`src/rtl/bcd_calc_datapath_if.sv`:
```
// Command/result bundle for bcd_calc_datapath: the master issues level-requested
// commands, the slave returns four-phase ack, status flags and BCD results.
interface bcd_calc_datapath_if #(
    parameter int WIDTH  = 7,
    parameter int DIGITS = 3
);
    logic [WIDTH-1:0]    input_value;
    logic [2:0]          cmd;
    logic                cmd_req;
    logic                cmd_ack;
    logic                busy;
    logic                cmd_err;
    logic                negative;
    logic [7:0]          output_value;
    logic [4*DIGITS-1:0] bcd_full;

    modport master (
        output input_value, cmd, cmd_req,
        input  cmd_ack, busy, cmd_err, negative, output_value, bcd_full
    );

    modport slave (
        input  input_value, cmd, cmd_req,
        output cmd_ack, busy, cmd_err, negative, output_value, bcd_full
    );
endinterface

```
`src/rtl/bcd_calc_datapath.sv`:
```
// Two-operand BCD calculator: ack 2 edges after request (WIDTH+3 for conversions), four-phase req/ack.
// Define BCD_CALC_SUB_EN to enable the SUB command (|A-B| with sign flag); otherwise cmd 7 is illegal.
module bcd_calc_datapath #(
    parameter int WIDTH  = 7,
    parameter int DIGITS = 3
) (
    input  logic                  clock,
    input  logic                  reset_n,
    bcd_calc_datapath_if.slave    bus
);
    localparam int DW = 4 * DIGITS;
    localparam int CW = $clog2(WIDTH + 1);

    typedef enum logic [1:0] {S_IDLE, S_EXEC, S_CONVERT, S_ACK} state_t;
    typedef enum logic [2:0] {
        C_INIT, C_LOAD_A, C_LOAD_B, C_DISP_A, C_DISP_B, C_DISP_LS, C_DISP_MS, C_SUB
    } cmd_t;

    state_t           state_q, state_d;
    cmd_t             cmd_q, cmd_d;
    logic [WIDTH-1:0] opnd_q, opnd_d;
    logic [WIDTH-1:0] a_q, a_d, b_q, b_d;
    logic [WIDTH:0]   bin_q, bin_d;
    logic [DW-1:0]    dig_q, dig_d;
    logic [CW-1:0]    cnt_q, cnt_d;
    logic [7:0]       out_q, out_d;
    logic [DW-1:0]    full_q, full_d;
    logic             ack_q, ack_d, busy_q, busy_d, err_q, err_d;
    logic [DW-1:0]    dig_adj, dig_shift;
    logic [15:0]      full_pad;
    logic [WIDTH:0]   sum;
`ifdef BCD_CALC_SUB_EN
    logic             neg_q, neg_d;
    logic [WIDTH:0]   diff;
    assign diff = (a_q >= b_q) ? {1'b0, a_q - b_q} : {1'b0, b_q - a_q};
`endif

    assign sum = {1'b0, a_q} + {1'b0, b_q};

    // Double-dabble step: add 3 to every digit >= 5, then shift the next binary bit in.
    always_comb begin
        dig_adj = dig_q;
        for (int i = 0; i < DIGITS; i++) begin
            if (dig_q[4*i +: 4] > 4'd4) dig_adj[4*i +: 4] = dig_q[4*i +: 4] + 4'd3;
        end
        dig_shift = {dig_adj[DW-2:0], bin_q[WIDTH]};
    end

    // Digit 3 reads as zero when the result has only three digits.
    always_comb begin
        full_pad         = '0;
        full_pad[DW-1:0] = full_q;
    end

    always_comb begin
        state_d = state_q;
        cmd_d   = cmd_q;
        opnd_d  = opnd_q;
        a_d     = a_q;
        b_d     = b_q;
        bin_d   = bin_q;
        dig_d   = dig_q;
        cnt_d   = cnt_q;
        out_d   = out_q;
        full_d  = full_q;
        err_d   = err_q;
        ack_d   = 1'b0;
`ifdef BCD_CALC_SUB_EN
        neg_d   = neg_q;
`endif
        case (state_q)
            S_IDLE: begin
                if (bus.cmd_req) begin
                    cmd_d   = cmd_t'(bus.cmd);
                    opnd_d  = bus.input_value;
                    state_d = S_EXEC;
                end
            end
            S_EXEC: begin
                err_d   = 1'b0;
                state_d = S_ACK;
                dig_d   = '0;
                cnt_d   = '0;
                case (cmd_q)
                    C_INIT: begin
                        a_d    = '0;
                        b_d    = '0;
                        out_d  = '0;
                        full_d = '0;
`ifdef BCD_CALC_SUB_EN
                        neg_d  = 1'b0;
`endif
                    end
                    C_LOAD_A:  a_d   = opnd_q;
                    C_LOAD_B:  b_d   = opnd_q;
                    C_DISP_MS: out_d = full_pad[15:8];
                    C_DISP_A, C_DISP_B, C_DISP_LS: begin
                        bin_d   = (cmd_q == C_DISP_A) ? {1'b0, a_q} :
                                  (cmd_q == C_DISP_B) ? {1'b0, b_q} : sum;
                        state_d = S_CONVERT;
`ifdef BCD_CALC_SUB_EN
                        neg_d   = 1'b0;
`endif
                    end
`ifdef BCD_CALC_SUB_EN
                    C_SUB: begin
                        bin_d   = diff;
                        neg_d   = (b_q > a_q);
                        state_d = S_CONVERT;
                    end
`endif
                    default:   err_d = 1'b1;
                endcase
            end
            S_CONVERT: begin
                bin_d = {bin_q[WIDTH-1:0], 1'b0};
                dig_d = dig_shift;
                if (cnt_q == CW'(WIDTH)) begin
                    full_d  = dig_shift;
                    out_d   = dig_shift[7:0];
                    state_d = S_ACK;
                end else begin
                    cnt_d = cnt_q + 1'b1;
                end
            end
            S_ACK: begin
                ack_d = 1'b1;
                if (ack_q && !bus.cmd_req) begin
                    ack_d   = 1'b0;
                    state_d = S_IDLE;
                end
            end
            default: state_d = S_IDLE;
        endcase
        busy_d = (state_d != S_IDLE);
    end

    always_ff @(posedge clock or negedge reset_n) begin
        if (!reset_n) begin
            state_q <= S_IDLE;
            cmd_q   <= C_INIT;
            opnd_q  <= '0;
            a_q     <= '0;
            b_q     <= '0;
            bin_q   <= '0;
            dig_q   <= '0;
            cnt_q   <= '0;
            out_q   <= '0;
            full_q  <= '0;
            ack_q   <= 1'b0;
            busy_q  <= 1'b0;
            err_q   <= 1'b0;
        end else begin
            state_q <= state_d;
            cmd_q   <= cmd_d;
            opnd_q  <= opnd_d;
            a_q     <= a_d;
            b_q     <= b_d;
            bin_q   <= bin_d;
            dig_q   <= dig_d;
            cnt_q   <= cnt_d;
            out_q   <= out_d;
            full_q  <= full_d;
            ack_q   <= ack_d;
            busy_q  <= busy_d;
            err_q   <= err_d;
        end
    end

`ifdef BCD_CALC_SUB_EN
    always_ff @(posedge clock or negedge reset_n) begin
        if (!reset_n) neg_q <= 1'b0;
        else          neg_q <= neg_d;
    end
    assign bus.negative = neg_q;
`else
    assign bus.negative = 1'b0;
`endif

    assign bus.cmd_ack      = ack_q;
    assign bus.busy         = busy_q;
    assign bus.cmd_err      = err_q;
    assign bus.output_value = out_q;
    assign bus.bcd_full     = full_q;
endmodule

```
`src/flat_wrapper.sv`:
```
// flat-port wrapper written by rule: the top's interface ports become plain ports
module bcd_calc_datapath_flat 
#(
    parameter int WIDTH  = 7,
    parameter int DIGITS = 3
)
  (clock, reset_n, bus_input_value, bus_cmd, bus_cmd_req, bus_cmd_ack, bus_busy, bus_cmd_err, bus_negative, bus_output_value, bus_bcd_full);
  bcd_calc_datapath_if #(.WIDTH(WIDTH), .DIGITS(DIGITS)) bus_i ();
  input  logic clock;
  input  logic reset_n;
  input wire logic [$bits(bus_i.input_value)-1:0] bus_input_value;
  input wire logic [$bits(bus_i.cmd)-1:0] bus_cmd;
  input wire logic [$bits(bus_i.cmd_req)-1:0] bus_cmd_req;
  output wire logic [$bits(bus_i.cmd_ack)-1:0] bus_cmd_ack;
  output wire logic [$bits(bus_i.busy)-1:0] bus_busy;
  output wire logic [$bits(bus_i.cmd_err)-1:0] bus_cmd_err;
  output wire logic [$bits(bus_i.negative)-1:0] bus_negative;
  output wire logic [$bits(bus_i.output_value)-1:0] bus_output_value;
  output wire logic [$bits(bus_i.bcd_full)-1:0] bus_bcd_full;
  assign bus_i.input_value = bus_input_value;
  assign bus_i.cmd = bus_cmd;
  assign bus_i.cmd_req = bus_cmd_req;
  assign bus_cmd_ack = bus_i.cmd_ack;
  assign bus_busy = bus_i.busy;
  assign bus_cmd_err = bus_i.cmd_err;
  assign bus_negative = bus_i.negative;
  assign bus_output_value = bus_i.output_value;
  assign bus_bcd_full = bus_i.bcd_full;
  bcd_calc_datapath #(.WIDTH(WIDTH), .DIGITS(DIGITS)) u_core (.clock(clock), .reset_n(reset_n), .bus(bus_i));
endmodule
```
`config.mk`:
```
export PLATFORM = sky130hd
export DESIGN_NAME = bcd_calc_datapath_flat
export DESIGN_NICKNAME = d
export VERILOG_FILES = /design/src/rtl/bcd_calc_datapath_if.sv /design/src/rtl/bcd_calc_datapath.sv /design/src/flat_wrapper.sv
export SDC_FILE = /design/constraint.sdc
export NUM_CORES = 1
export LEC_CHECK = 0
export BUFFER_PORTS_ARGS = -buffer_cell sky130_fd_sc_hd__buf_2
export CAP_MARGIN = 40
export CELL_PAD_IN_SITES_DETAIL_PLACEMENT = 0
export CELL_PAD_IN_SITES_GLOBAL_PLACEMENT = 1
export CORE_UTILIZATION = 30
export CTS_BUF_LIST = sky130_fd_sc_hd__clkbuf_4
export CTS_CLUSTER_SIZE = 30
export DETAILED_ROUTE_END_ITERATION = 12
export GPL_TIMING_DRIVEN = 0
export PLACE_DENSITY_LB_ADDON = 0.1
export SLEW_MARGIN = 20
export SYNTH_ARGS = -nofsm -noshare
export SYNTH_HDL_FRONTEND = slang
export SYNTH_SLANG_ARGS = --single-unit
```
`constraint.sdc`:
```
create_clock -name clock -period 5.25 [get_ports clock]
set_clock_uncertainty 0.2 [all_clocks]
set_input_delay 0.7875 -clock clock [delete_from_list [all_inputs] [get_ports clock]]
set_output_delay 0.7875 -clock clock [all_outputs]
set_load 0.005 [all_outputs]
```
# After elaboration in Yosys (flattened, before gate mapping)
# Index checks and enable logic that the tools add are counted.
[classes]
add_sub_neg = 5
n_lt_le_gt_ge = 3
n_eq_ne = 15
muxes = 26
reduce_logical = 17
[ops]
columns = ["cell", "count"]
rows = [
  ["$pmux W12 S2", 2],
  ["$pmux W8 S2", 3],
  ["$mux W8", 4],
  ["$pmux W7 S2", 2],
  ["$mux W12", 2],
  ["$eq A3 B3 Y1 const B", 4],
  ["$gt A4 B3 Y1 const B", 3],
  ["$reduce_and A2 Y1", 5],
  ["$add A4 B2 Y4 const B", 2],
  ["$add A7 B7 Y8", 1],
  ["$mux W4", 2],
  ["$pmux W2 S4", 1],
  ["$reduce_bool A2 Y1", 4],
  ["$reduce_or A7 Y1", 1],
  ["$eq A3 B2 Y1 const B", 2],
  ["$mux W2", 3],
  ["$mux W3", 2],
  ["$ne A2 B1 Y1 const B", 3],
  ["$pmux W3 S2", 1],
  ["$reduce_and A3 Y1", 2],
  ["$eq A2 B2 Y1 const B", 2],
  ["$mux W1", 4],
  ["$add A3 B1 Y3 const B", 1],
  ["$add A3 B2 Y3 const B", 1],
  ["other kinds (9)", 9],
]
[word_totals]
regBits = 72
inputBits = 13
output_inout_bits = 24
elab_cells = 79

# Longest topological paths before layout
# Gate-level depths: netlist (run 1).
[depth]
depth_word = 5
depth_mapped = 9
mapped_depth_nobuf = 8

# Worst setup path after synthesis (run 1)
# Ideal clock, no wire load.
[synth_path]
path_kind = "register to register"
from = "register u_core.cnt_q[0]"
to = "register u_core.full_q[4], in the netlist u_core.bus.bcd_full[4]"
setup_ps = 125
arrival_ps = 1809
required_time_ps = 4925
setup_slack_ps = 3116
stages_incl_launch_ff = 8
path_buffers = 2
period_less_slack_ps = 2134
path_cell_list = "dfrtp_1 ha_1 ha_1 clkbuf_1 o21a_1 nand2_1 buf_2 mux2_2"
[synth_between]
elab_chain_cells = 3
[synth_lines]
columns = ["element", "line", "rtl"]
rows = [
  ["start, declared", "bcd_calc_datapath.sv:25", "logic [CW-1:0] cnt_q, cnt_d;"],
  ["start signal, assigned", "bcd_calc_datapath.sv:161", "cnt_q <= cnt_d;"],
  ["$eq A3 B3 Y1", "bcd_calc_datapath.sv:118", "if (cnt_q == CW'(WIDTH)) begin"],
  ["$ne A2 B1 Y1 (no source line)", "--", ""],
  ["$reduce_and A3 Y1 (no source line)", "--", ""],
  ["end signal, assigned", "bcd_calc_datapath.sv:163", "full_q <= full_d;"],
  ["end, declared", "bcd_calc_datapath.sv:27", "logic [DW-1:0] full_q, full_d;"],
]
# No other way between the ends.
# A chain may end at the register's enable or synchronous reset.

# Worst setup path after layout (run 1)
[layout_path]
from = "register u_core.state_q[0]"
to = "register u_core.full_q[4], in the netlist u_core.bus.bcd_full[4]"
[layout_between]
elab_chain_cells = 3
elab_cells_between_ends = 7
classes_between = "eq/ne: 4; mux: 1; reduce/logical: 2"
[layout_lines]
columns = ["element", "line", "rtl"]
rows = [
  ["start, declared", "bcd_calc_datapath.sv:19", "state_t state_q, state_d;"],
  ["start signal, assigned", "bcd_calc_datapath.sv:154", "state_q <= state_d;"],
  ["$eq A2 B2 Y1 or $eq A2 B1 Y1 (tied branches)", "bcd_calc_datapath.sv:71", "case (state_q)"],
  ["$ne A2 B1 Y1 (no source line) or $reduce_bool A2 Y1 (tied branches)", "--", ""],
  ["$reduce_and A3 Y1 (no source line)", "--", ""],
]
# Several ways; a longest one is shown, not always the timed one.

==> results.md, run 1 <==
* Outcome: complete, no violations
* Gr ovfl total at 0
* Post_cts resized at 0
* DR vias at 2811
* Mapped Nets at 418
* WHS Endpoint: u_core.bus.output_value[0]$_DFFE_PN0P_
* Crit end category: register
* RSZ-0062 raised after global routing: no
* M1 WL at 4.14 mm
* Post-synth EDFFs at 0
* # diodes at 0
* Area growth from synthesis to layout at 14.1%
* Worst vdd ir at 0.213 mV
* Worst r2r dst: u_core.bus.bcd_full[4]$_DFFE_PN0P_
* H-tree depth at 3
* Layout cells sized above 1 at 21.8%
* Die Y at 114 um
* Starting Density at 31.1%
* Placer Congestion at 0.752
* Mapped Area at 0.00377 mm2
* Flop-to-flop setup slack at 2.62 ns
* First-pass GRT wire length at 14.8 mm
* Sequential area share after synthesis at 47.8%
* Num ports at 37
* Number of synthesized register bits at 72
* WL/cell at 14.3 um
* Final hold vios at 0
* Die outline width at 114 um
* Synth cell types at 53
* Reg clk slew, reported paths at 0.12 ns
* Top sig layer: met4
* Least-Margin Pin Slew at 0.552 ns
* Worst Reg-to-Reg Cells at 8
* Clk root buf: clkbuf_4
* Critical R2R Launch: u_core.state_q[0]$_DFF_PN0_
* Via density at 4.62
* Top cells by count, synth: dfrtp_1, nand2_1, o21ai_0
* Fin crit period at 2.63 ns
* Fin util at 35.5%
* Logic pwr share at 49.9%
* Ys Warns at 0
* First drt pass iteration count at 4
* Fin nets at 467
* Routed length on met3 at 302 um
* Clk_lat worst skew at 0.46 ns
* Max-Cap Viols at 0
* FFs w/ async S/R, synth at 100%
* Drt drc at 0
* Met2 wire len at 4.09 mm
* Std-Cell Rows at 40
* Largest net degree at the start of global routing at 48
* CP startpoint kind: register
* Fmax at 380 MHz
* TNS Setup at 0 ns
* Routed WL at 8.69 mm
* Sw Pwr at 984 uW
* Most used DFF post-synth: dfrtp_1
* Required @ worst endpoint at 5.40 ns
* Placement Setup Slack at 2.58 ns
* Global Route Usage Sum at 15.0%
* PwrDens at 518 mW/mm2
* Iteration-0 DRC Markers at 113
* Clock power frac at 13.3%
* Most frequent cell after synthesis: dfrtp_1
* Overall Power at 2.23 mW
* Final Setup Violations at 0
* Switching share of power at 44.2%
* Fin. max-slew vios at 0
* FILL cells at 1299
* Hold depth at 2
* P_int at 1.24 mW
* Cell count after placement at 592
* Clock tree sinks at 72
* Area leader, netlist: dfrtp_1
* Clk buf depth at 2
* Vias in the first global route at 2851
* Worst Setup SP: u_core.state_q[0]$_DFF_PN0_
* Die ar. at 0.0130 mm2
* Mean post-synth cell area at 9.74 um2
* Antenna-violating nets left at 0
* Leakage power at 1.97 nW
* Crit Path Class: register to register
* Top cell type's share of synthesized area at 47.8%
* Top post-synthesis cells by area: dfrtp_1, mux2_2, nand2_1
* Critical path fanouts, max at 10
* Worst Hold Class: register to register
* Hold WS at 0.285 ns
* Initial antenna violation count at 0
* Fin crit share at 50.1%
* CTS tree: built
* Cells after Synth at 387
* Core area at 0.0121 mm2
* Slew HR at 63.0%
* Setup WS post-layout at 2.62 ns
* Worst Path Arrival at 2.78 ns
* Sequential power share at 36.9%
* Cell Count, Final, Fillers Out at 608
* Num CTS Buffers at 9
* Min-delay src: u_core.bus.output_value[0]$_DFFE_PN0P_
* IO buf count at 35
* Post-DP HPWL at 6.36 mm
* Area after DPL at 0.00419 mm2
* Final instance area at 0.00430 mm2
sequential cells by signal, indices dropped and copies added, names as in the netlist:
register and flops:
u_core.bus.output_value 8, u_core.bus.busy 1, u_core.opnd_q 7, u_core.cnt_q 3
u_core.cmd_q 3, u_core.a_q 7, u_core.bus.cmd_ack 1, u_core.bus.cmd_err 1
u_core.bin_q 8, u_core.bus.bcd_full 12, u_core.b_q 7, u_core.dig_q 12
u_core.state_q 2
critical path, stage by stage (launching register included):
cell and delay (ns):
dfrtp_1 0.44, inv_1 0.12, ha_1 0.15, buf_2 0.23, inv_1 0.19, o21a_1 0.23, nand2_1 0.30, buf_2 0.30
mux2_2 0.35
final cells by class:
| type | count | area (um2) | share of cell area (%) |
|---|---|---|---|
| Clock buffer | 10 | 75.1 | 1.75 |
| Clock inverter | 5 | 25.0 | 0.582 |
| Inverter | 21 | 78.8 | 1.83 |
| Buffer | 21 | 98.8 | 2.30 |
| Sequential cell | 72 | 1800 | 41.9 |
| Multi-Input combinational cell | 273 | 1790 | 41.6 |
| Timing Repair Buffer | 38 | 220 | 5.12 |
| Tap cell | 168 | 210 | 4.89 |
kinds of logic (layout without fill, tap and decap cells):
group	after synthesis	in the layout	synth area share, %
AND/OR/NAND/NOR	118	118	14.6
AO/OA/AOI/OAI	99	99	16.1
flip-flops	72	72	47.8
buffers and inverters	42	95	4.71
multiplexers	29	29	8.60
adder cells (fa/ha/maj)	18	18	6.17
XOR/XNOR	8	8	1.86
other	1	1	0.0995
routing by layer:
metal / global-route usage, % / up-vias
met5: 0 / -
met2: 24.9 / 40
met1: 18.4 / 1321
li1: - / 1441
met3: 4.13 / 9
met4: 6.49 / 0
worst max-delay path by stage:
stage | end | slack, ns
after detailed placement | u_core.bus.bcd_full[5]$_DFFE_PN0P_ | 2.58
after floorplan | u_core.bus.bcd_full[4]$_DFFE_PN0P_ | 3.12
final | u_core.bus.bcd_full[4]$_DFFE_PN0P_ | 2.62
after global placement | u_core.bus.bcd_full[5]$_DFFE_PN0P_ | 2.58
after global routing | u_core.bus.bcd_full[4]$_DFFE_PN0P_ | 2.43
after CTS | u_core.bus.bcd_full[4]$_DFFE_PN0P_ | 2.55
power by group through the flow:
stage	clock, mW	sequential [mW]	combinational (mW)
2_1_floorplan	0	0.795	0.839
3_3_place_gp	0	0.828	1.12
3_5_place_dp	0	0.833	1.14
4_1_cts	0.319	0.822	1.14
5_1_grt	0.338	0.842	1.27
6_report	0.296	0.822	1.11
placed cells by master (no fill, tap or decap), drive strengths merged, types with 5 or more instances in the layout:
cell type | synthesis | layout
ha | 17 | 17
nor2 | 12 | 12
a31oi | 5 | 5
mux2 | 27 | 27
clkbuf | 6 | 16
o21ai | 51 | 51
or3 | 5 | 5
nand3 | 8 | 8
a21oi | 15 | 15
nand2 | 70 | 70
dfrtp | 72 | 72
buf | 15 | 52
inv | 21 | 21
what timing repair did:
action	in CTS	in global routing
buffers inserted	0	0
setup endpoints to repair	0	0
hold buffers	1	0
endpoints found under the hold margin	13	0
Power figures use the tool's default switching activity.
==> run 2: changes to the inputs <==
- ABC_AREA: default -> 1
- clock period: 5.25 -> 2.7 ns (I/O delays scaled with it)
==> run 2 against run 1 <==
Die area decreased by 1.2%; critical path depth is 1 lower; sequential cell count stayed put; register-to-register slack worse by 2.1 ns; via count up 11%; critical path type unchanged; highest routed layer unchanged.
==> results.md, run 2 <==
* Fmax at 452 MHz (+19%)
* Antenna-violating nets left at 0 (unchanged)
* Worst r2r dst: u_core.dig_q[6]$_DFFE_PN0P_
* Clock tree sinks at 72 (unchanged)
* Worst Path Arrival at 2.38 ns (-0.40 ns)
* Commonest non-fill, non-tap cell in the layout: nand2_1
* Post-DP HPWL at 6.59 mm (+3.6%)
* Mean post-synth cell area at 8.22 um2 (-16%)
* Vias in the first global route at 2982 (+4.6%)
* Mapped Nets at 484 (+16%)
* IO buf count at 35 (unchanged)
* Slew HR at 63.4% (+0.37 points)
* Least-Margin Pin Slew at 0.549 ns (-0.00311 ns)
* Switching share of power at 45.2% (+1.0 points)
* Post_cts resized at 0 (unchanged)
* Fin crit share at 81.9% (+32 points)
* Area leader, netlist: dfrtp_1
* Crit end category: register
* Synth cell types at 32 (-40%)
* Largest net degree at the start of global routing at 44 (-8.3%)
* CTS tree: built
* TNS Setup at 0 ns (unchanged)
* Gr ovfl total at 0 (unchanged)
* Sw Pwr at 2.05 mW (+110%)
* FFs w/ async S/R, synth at 100% (unchanged)
* Hold WS at 0.107 ns (-0.178 ns)
* Num CTS Buffers at 9 (unchanged)
* Final Setup Violations at 0 (unchanged)
* P_int at 2.48 mW (+100%)
* Clock power frac at 15.6% (+2.3 points)
* Reg clk slew, reported paths at 0.12 ns (about the same)
* Leakage power at 2.21 nW (+13%)
* Global Route Usage Sum at 15.5% (+0.46 points)
* Cells after Synth at 453 (+17%)
* Starting Density at 30.9% (-0.27 points)
* PwrDens at 1030 mW/mm2 (+100%)
* Worst Setup SP: u_core.state_q[0]$_DFF_PN0_
* Area growth from synthesis to layout at 17.7%
* Flop-to-flop setup slack at 0.49 ns (-2.13 ns)
* Sequential area share after synthesis at 48.4% (+0.61 points)
* Fin nets at 542 (+16%)
* WL/cell at 12.9 um (-9.9%)
* Critical Path End: u_core.dig_q[6]$_DFFE_PN0P_
* Die Y at 113 um (-0.62%)
* Worst Hold Class: input pin to register
* Cell count after placement at 657 (+11%)
* Top cell type's share of synthesized area at 48.4% (+0.61 points)
* Post-synth EDFFs at 0 (unchanged)
* # hold bufs at CTS at 11 (+10)
* RSZ-0062 raised after global routing: no
* Routed WL at 8.81 mm (+1.3%)
* Sequential power share at 35.9% (-1.0 points)
* Num ports at 37 (unchanged)
* Die ar. at 0.0129 mm2 (-1.2%)
* Core area at 0.0121 mm2 (-0.41%)
* Top cells by count, synth: nand2_1, dfrtp_1, inv_1
* Outcome: complete, no violations
* Critical path fanouts, max at 10 (unchanged)
* Clk_lat worst skew at 0.45 ns (about the same)
* Mapped Area at 0.00372 mm2 (-1.3%)
* Crit Path Class: register to register
* # diodes at 0 (unchanged)
* Max-Cap Viols at 0 (unchanged)
* Ys Warns at 0 (unchanged)
* Top post-synthesis cells by area: dfrtp_1, nand2_1, o21ai_0
* Initial antenna violation count at 0 (unchanged)
* Iteration-0 DRC Markers at 149 (+32%)
* Worst vdd ir at 0.392 mV (+85%)
* First-pass GRT wire length at 15.1 mm (+1.8%)
* Number of synthesized register bits at 72 (unchanged)
* Cell Count, Final, Fillers Out at 684 (+13%)
* Clk root buf: clkbuf_4
* H-tree depth at 3 (unchanged)
* Worst Reg-to-Reg Cells at 7 (-1)
* Drt drc at 0 (unchanged)
* Die outline width at 113 um (-0.62%)
* Critical R2R Launch: u_core.state_q[0]$_DFF_PN0_
* Placer Congestion at 0.750 (-0.33%)
* DR vias at 3113 (+11%)
* First drt pass iteration count at 4 (unchanged)
* Fin crit period at 2.21 ns (-0.417 ns)
* Logic pwr share at 48.5% (-1.4 points)
* CP startpoint kind: register
* Std-Cell Rows at 40 (unchanged)
* Fin. max-slew vios at 0 (unchanged)
* Final hold vios at 0 (unchanged)
* Commonest cells after routing, fill and taps aside: nand2_1, dfrtp_1, inv_1
* Layout cells sized above 1 at 14.7% (-7.1 points)
* Most used DFF post-synth: dfrtp_1
* Clk buf depth at 2 (unchanged)
* Post-CTS setup-driven buffer insertion count at 0 (unchanged)
* Via density at 4.55 (-1.6%)
* Most frequent cell after synthesis: nand2_1
* Required @ worst endpoint at 2.86 ns (-2.54 ns)
-- run 2: through the flow --
stage          util (%)  total power [mW]  worst slack (ns)  cell area (um2)
2_1_floorplan         -              3.23             0.862             3720
3_3_place_gp       34.1              3.85             0.450             4110
3_5_place_dp       34.3              3.89             0.465             4140
4_1_cts            36.3              4.62             0.451             4380
5_1_grt            36.3              5.07             0.243             4380
6_report           36.3              4.53             0.487             4380
-- run 2: final cells by class --
cell class                 instances  area [um2]
fill                            1290        7680
sequential                        72        1800
multi-input combinational        306        1620
timing repair buffer              47         315
inverter                          59         221
tap                              168         210
buffer                            16        77.6
clock buffer                      10        75.1
clock inverter                     6        58.8
-- run 2: cell families (layout without fill, tap and decap cells) --
| group | Yosys count | after routing | synth area share (%) |
|---|---|---|---|
| buffers and inverters | 75 | 138 | 8.03 |
| muxes | 8 | 8 | 2.42 |
| and+or+nand+nor | 187 | 187 | 21.4 |
| DFF | 72 | 72 | 48.4 |
| AOI/OAI and AO/OA | 91 | 91 | 13.2 |
| xor gates and xnor gates | 1 | 1 | 0.235 |
| other | 1 | 1 | 0.101 |
| adders and majority gates | 18 | 18 | 6.25 |
-- run 2: power by group through the flow --
stage               combinational [mW]  clock (mW)  sequential, mW
detailed placement                2.23           0            1.65
global placement                  2.20           0            1.66
finish                            2.20       0.707            1.63
CTS                               2.25       0.739            1.63
floorplan                         1.62           0            1.60
global route                      2.59       0.801            1.67
-- run 2: metal layers --
metal / track usage [%] / routed length [um] / vias to the layer above
met1: 22.0 / 4490 / 1469
met4: 7.63 / 177 / 0
li1: - / - / 1592
met3: 2.87 / 263 / 11
met5: 0 / 0 / -
met2: 22.7 / 3880 / 41
-- run 2: how the worst min path moves through the flow --
stage                                                  start                            endpoint  slack, ns  depth (start not counted)
after global placement    u_core.bus.bcd_full[6]$_DFFE_PN0P_  u_core.bus.bcd_full[6]$_DFFE_PN0P_       0.26                          2
final                                            bus_cmd_req         u_core.state_q[1]$_DFF_PN0_       0.11                          4
after CTS                                        bus_cmd_req         u_core.state_q[1]$_DFF_PN0_       0.06                          4
after global routing                             bus_cmd_req         u_core.state_q[0]$_DFF_PN0_       0.11                          5
after floorplan                                      reset_n           u_core.a_q[0]$_DFFE_PN0P_      -0.09                          0
after detailed placement                             reset_n         u_core.dig_q[2]$_DFFE_PN0P_       0.18                          1
-- run 2: critical path, cell delays in order (launching register included) --
cell and delay, ns:
dfrtp_1 0.46, inv_1 0.13, ha_1 0.26, clkbuf_1 0.46, o21ai_0 0.18, a21oi_1 0.30
nand2_1 0.07, o21ai_0 0.08
==> run 3: changes to the inputs <==
- ABC_AREA: 1 -> 0
- clock period: 2.7 -> 2.17 ns (I/O delays scaled with it)
==> run 3 against run 2 <==
Non-clock buffer count grew 22; critical path depth is 1 higher; core utilization up 1.9 points; global-route usage is 0.23 points lower; worst hold slack better by 0.0018 ns; final cell count decreased by 7.3%; combinational power increased by 46%; final area increased by 5.6%; first-iteration DRC count decreased by 40%; clock-buffer cell count stayed put; critical endpoint is now u_core.bin_q[6]$_DFFE_PN0P_; largest power group unchanged.
==> results.md, run 3 (synthesis results as in run 1) <==
* Clk_lat worst skew at 0.45 ns (about the same)
* CP startpoint kind: register
* Area growth from synthesis to layout at 22.7%
* Clock power frac at 12.1% (-3.5 points)
* Via density at 4.62 (+1.4%)
* Worst Path Arrival at 2.30 ns (-0.08 ns)
* Largest net degree at the start of global routing at 48 (+9.1%)
* Required @ worst endpoint at 2.31 ns (-0.55 ns)
* Final Setup Violations at 0 (unchanged)
* Die outline width at 114 um (+0.63%)
* Iteration-0 DRC Markers at 90 (-40%)
* FILL cells at 1292 (+0.16%)
* Fin nets at 493 (-9.0%)
* First-pass GRT wire length at 15.1 mm (-0.19%)
* CTS tree: built
* Die Y at 114 um (+0.63%)
* Area after DPL at 0.00419 mm2 (+1.3%)
* RSZ-0062 raised after global routing: yes
* Fin crit share at 99.6% (+18 points)
* Critical path fanouts, max at 2 (-8)
* Post-DP HPWL at 6.36 mm (-3.5%)
* Std-Cell Rows at 40 (unchanged)
* Crit Path Class: register to register
* Commonest non-fill, non-tap cell in the layout: dfrtp_1
* Initial antenna violation count at 0 (unchanged)
* Crit end category: register
* Sw Pwr at 2.51 mW (+22%)
* P_int at 3.40 mW (+37%)
* Leakage power at 2.11 nW (-4.5%)
* Commonest cells after routing, fill and taps aside: dfrtp_1, nand2_1, o21ai_0
* Num CTS Buffers at 9 (unchanged)
* Sequential power share at 33.5% (-2.4 points)
* Max-Cap Viols at 0 (unchanged)
* Logic pwr share at 54.4% (+5.9 points)
* IO buf count at 35 (unchanged)
* Starting Density at 31.1% (+0.27 points)
* Drt drc at 0 (unchanged)
* Layout cells sized above 1 at 28.3% (+14 points)
* WL/cell at 14.0 um (+8.4%)
* Worst Setup SP: u_core.b_q[0]$_DFFE_PN0P_
* Outcome: complete, no violations
* Clock tree sinks at 72 (unchanged)
* Fmax at 463 MHz (+2.4%)
* Clk buf depth at 2 (unchanged)
* Fin crit period at 2.16 ns (-0.0513 ns)
* Routed WL at 8.85 mm (+0.49%)
* Global Route Usage Sum at 15.3% (-0.23 points)
* Fin util at 38.2% (+1.9 points)
* Least-Margin Pin Slew at 0.558 ns (+0.00832 ns)
* Fin. max-slew vios at 0 (unchanged)
* Vias in the first global route at 2903 (-2.6%)
* Antenna-violating nets left at 0 (unchanged)
* Reg clk slew, reported paths at 0.12 ns (about the same)
* Clk root buf: clkbuf_4
* Worst vdd ir at 0.554 mV (+41%)
* DR vias at 2927 (-6.0%)
* Slew HR at 62.7% (-0.72 points)
* First drt pass iteration count at 4 (unchanged)
* Switching share of power at 42.4% (-2.8 points)
* Gr ovfl total at 0 (unchanged)
* Final instance area at 0.00463 mm2 (+5.6%)
* H-tree depth at 3 (unchanged)
* Die ar. at 0.0130 mm2 (+1.3%)
* Num ports at 37 (unchanged)
* PwrDens at 1280 mW/mm2 (+23%)
* Final hold vios at 0 (unchanged)
* Core area at 0.0121 mm2 (+0.41%)
* Placer Congestion at 0.752 (+0.33%)
* Worst Hold Class: input pin to async pin
* # diodes at 0 (unchanged)
* Critical R2R Launch: u_core.b_q[0]$_DFFE_PN0P_
[run 3: changes by cell type in the layout (fill, tap and decap cells not counted), moves of 4 or more]
cell / delta
inv_1: -40
clkbuf_1: -4
mux2_2: +18
nand3_1: -31
buf_4: +18
a21oi_1: -14
or3_1: +5
xor2_1: +4
nor2_1: -17
nand2_1: -41
[run 3: final timing paths]
kind                       slack [ns]                                endpoint  cells past startpoint
max                             0.009             u_core.bin_q[6]$_DFFE_PN0P_                      8
min                              0.11      u_core.bus.bcd_full[2]$_DFFE_PN0P_                      2
max reg2reg                     0.009             u_core.bin_q[6]$_DFFE_PN0P_                      8
min reg2reg                      0.28  u_core.bus.output_value[0]$_DFFE_PN0P_                      2
max in group asynchronous        1.09            u_core.opnd_q[3]$_DFFE_PN0P_                      3
min in group clock               0.28  u_core.bus.output_value[0]$_DFFE_PN0P_                      2
[run 3: cell type report]
| type | instances | area (um2) | area share (%) |
|---|---|---|---|
| plain buffers | 20 | 129 | 2.79 |
| clock buffers | 10 | 75.1 | 1.62 |
| clock inverters | 5 | 25.0 | 0.541 |
| inverters | 21 | 82.6 | 1.78 |
| multi-input cells | 273 | 1850 | 40.0 |
| flip-flops and latches | 72 | 1800 | 38.9 |
| well taps | 168 | 210 | 4.54 |
| repair buffers | 65 | 450 | 9.73 |
[run 3: what timing repair did]
action                     CTS  global route
gates resized for setup     22            14
hold buffers                12             0
pin swaps                    0             4
hold endpoints to repair    83             0
setup endpoints to repair   46            30
setup buffers                5            11
[run 3: critical path, stage by stage (launching register included)]
cell,delay [ns]
dfrtp_1,0.39
ha_2,0.20
inv_2,0.04
fa_2,0.40
nor2b_2,0.15
o31a_1,0.22
mux2_4,0.32
nand2_2,0.06
a31oi_1,0.08
[run 3: routing by layer]
layer,up-vias,share of wire [%],track usage [%]
met2,40,48,25.5
met1,1382,47,18.6
met3,8,3.2,4.02
met4,0,1.7,6.49
met5,-,0,0
li1,1497,-,-
[run 3: power by group through the flow]
stage | Sequential, mW | Combinational (mW) | Clock (mW)
after floorplan | 1.92 | 2.03 | 0
after global placement | 2.00 | 2.72 | 0
after detailed placement | 2.02 | 2.75 | 0
after CTS | 1.98 | 3.00 | 0.771
after global routing | 2.03 | 3.63 | 0.820
final | 1.98 | 3.22 | 0.713
[run 3: metrics by stage]
step           setup slack (ns)  instances  hold WS (ns)  setup TNS, ns  total power, mW
3_3_place_gp             -0.501        590         0.258          -7.88             4.72
3_5_place_dp             -0.501        592        0.0756          -7.59             4.77
5_1_grt                 -0.0597        634         0.112        -0.0679             6.48
4_1_cts                 0.00289        623        0.0730              0             5.75
2_1_floorplan            0.0362        387        -0.170              0             3.95
6_report                0.00873        634         0.109              0             5.91
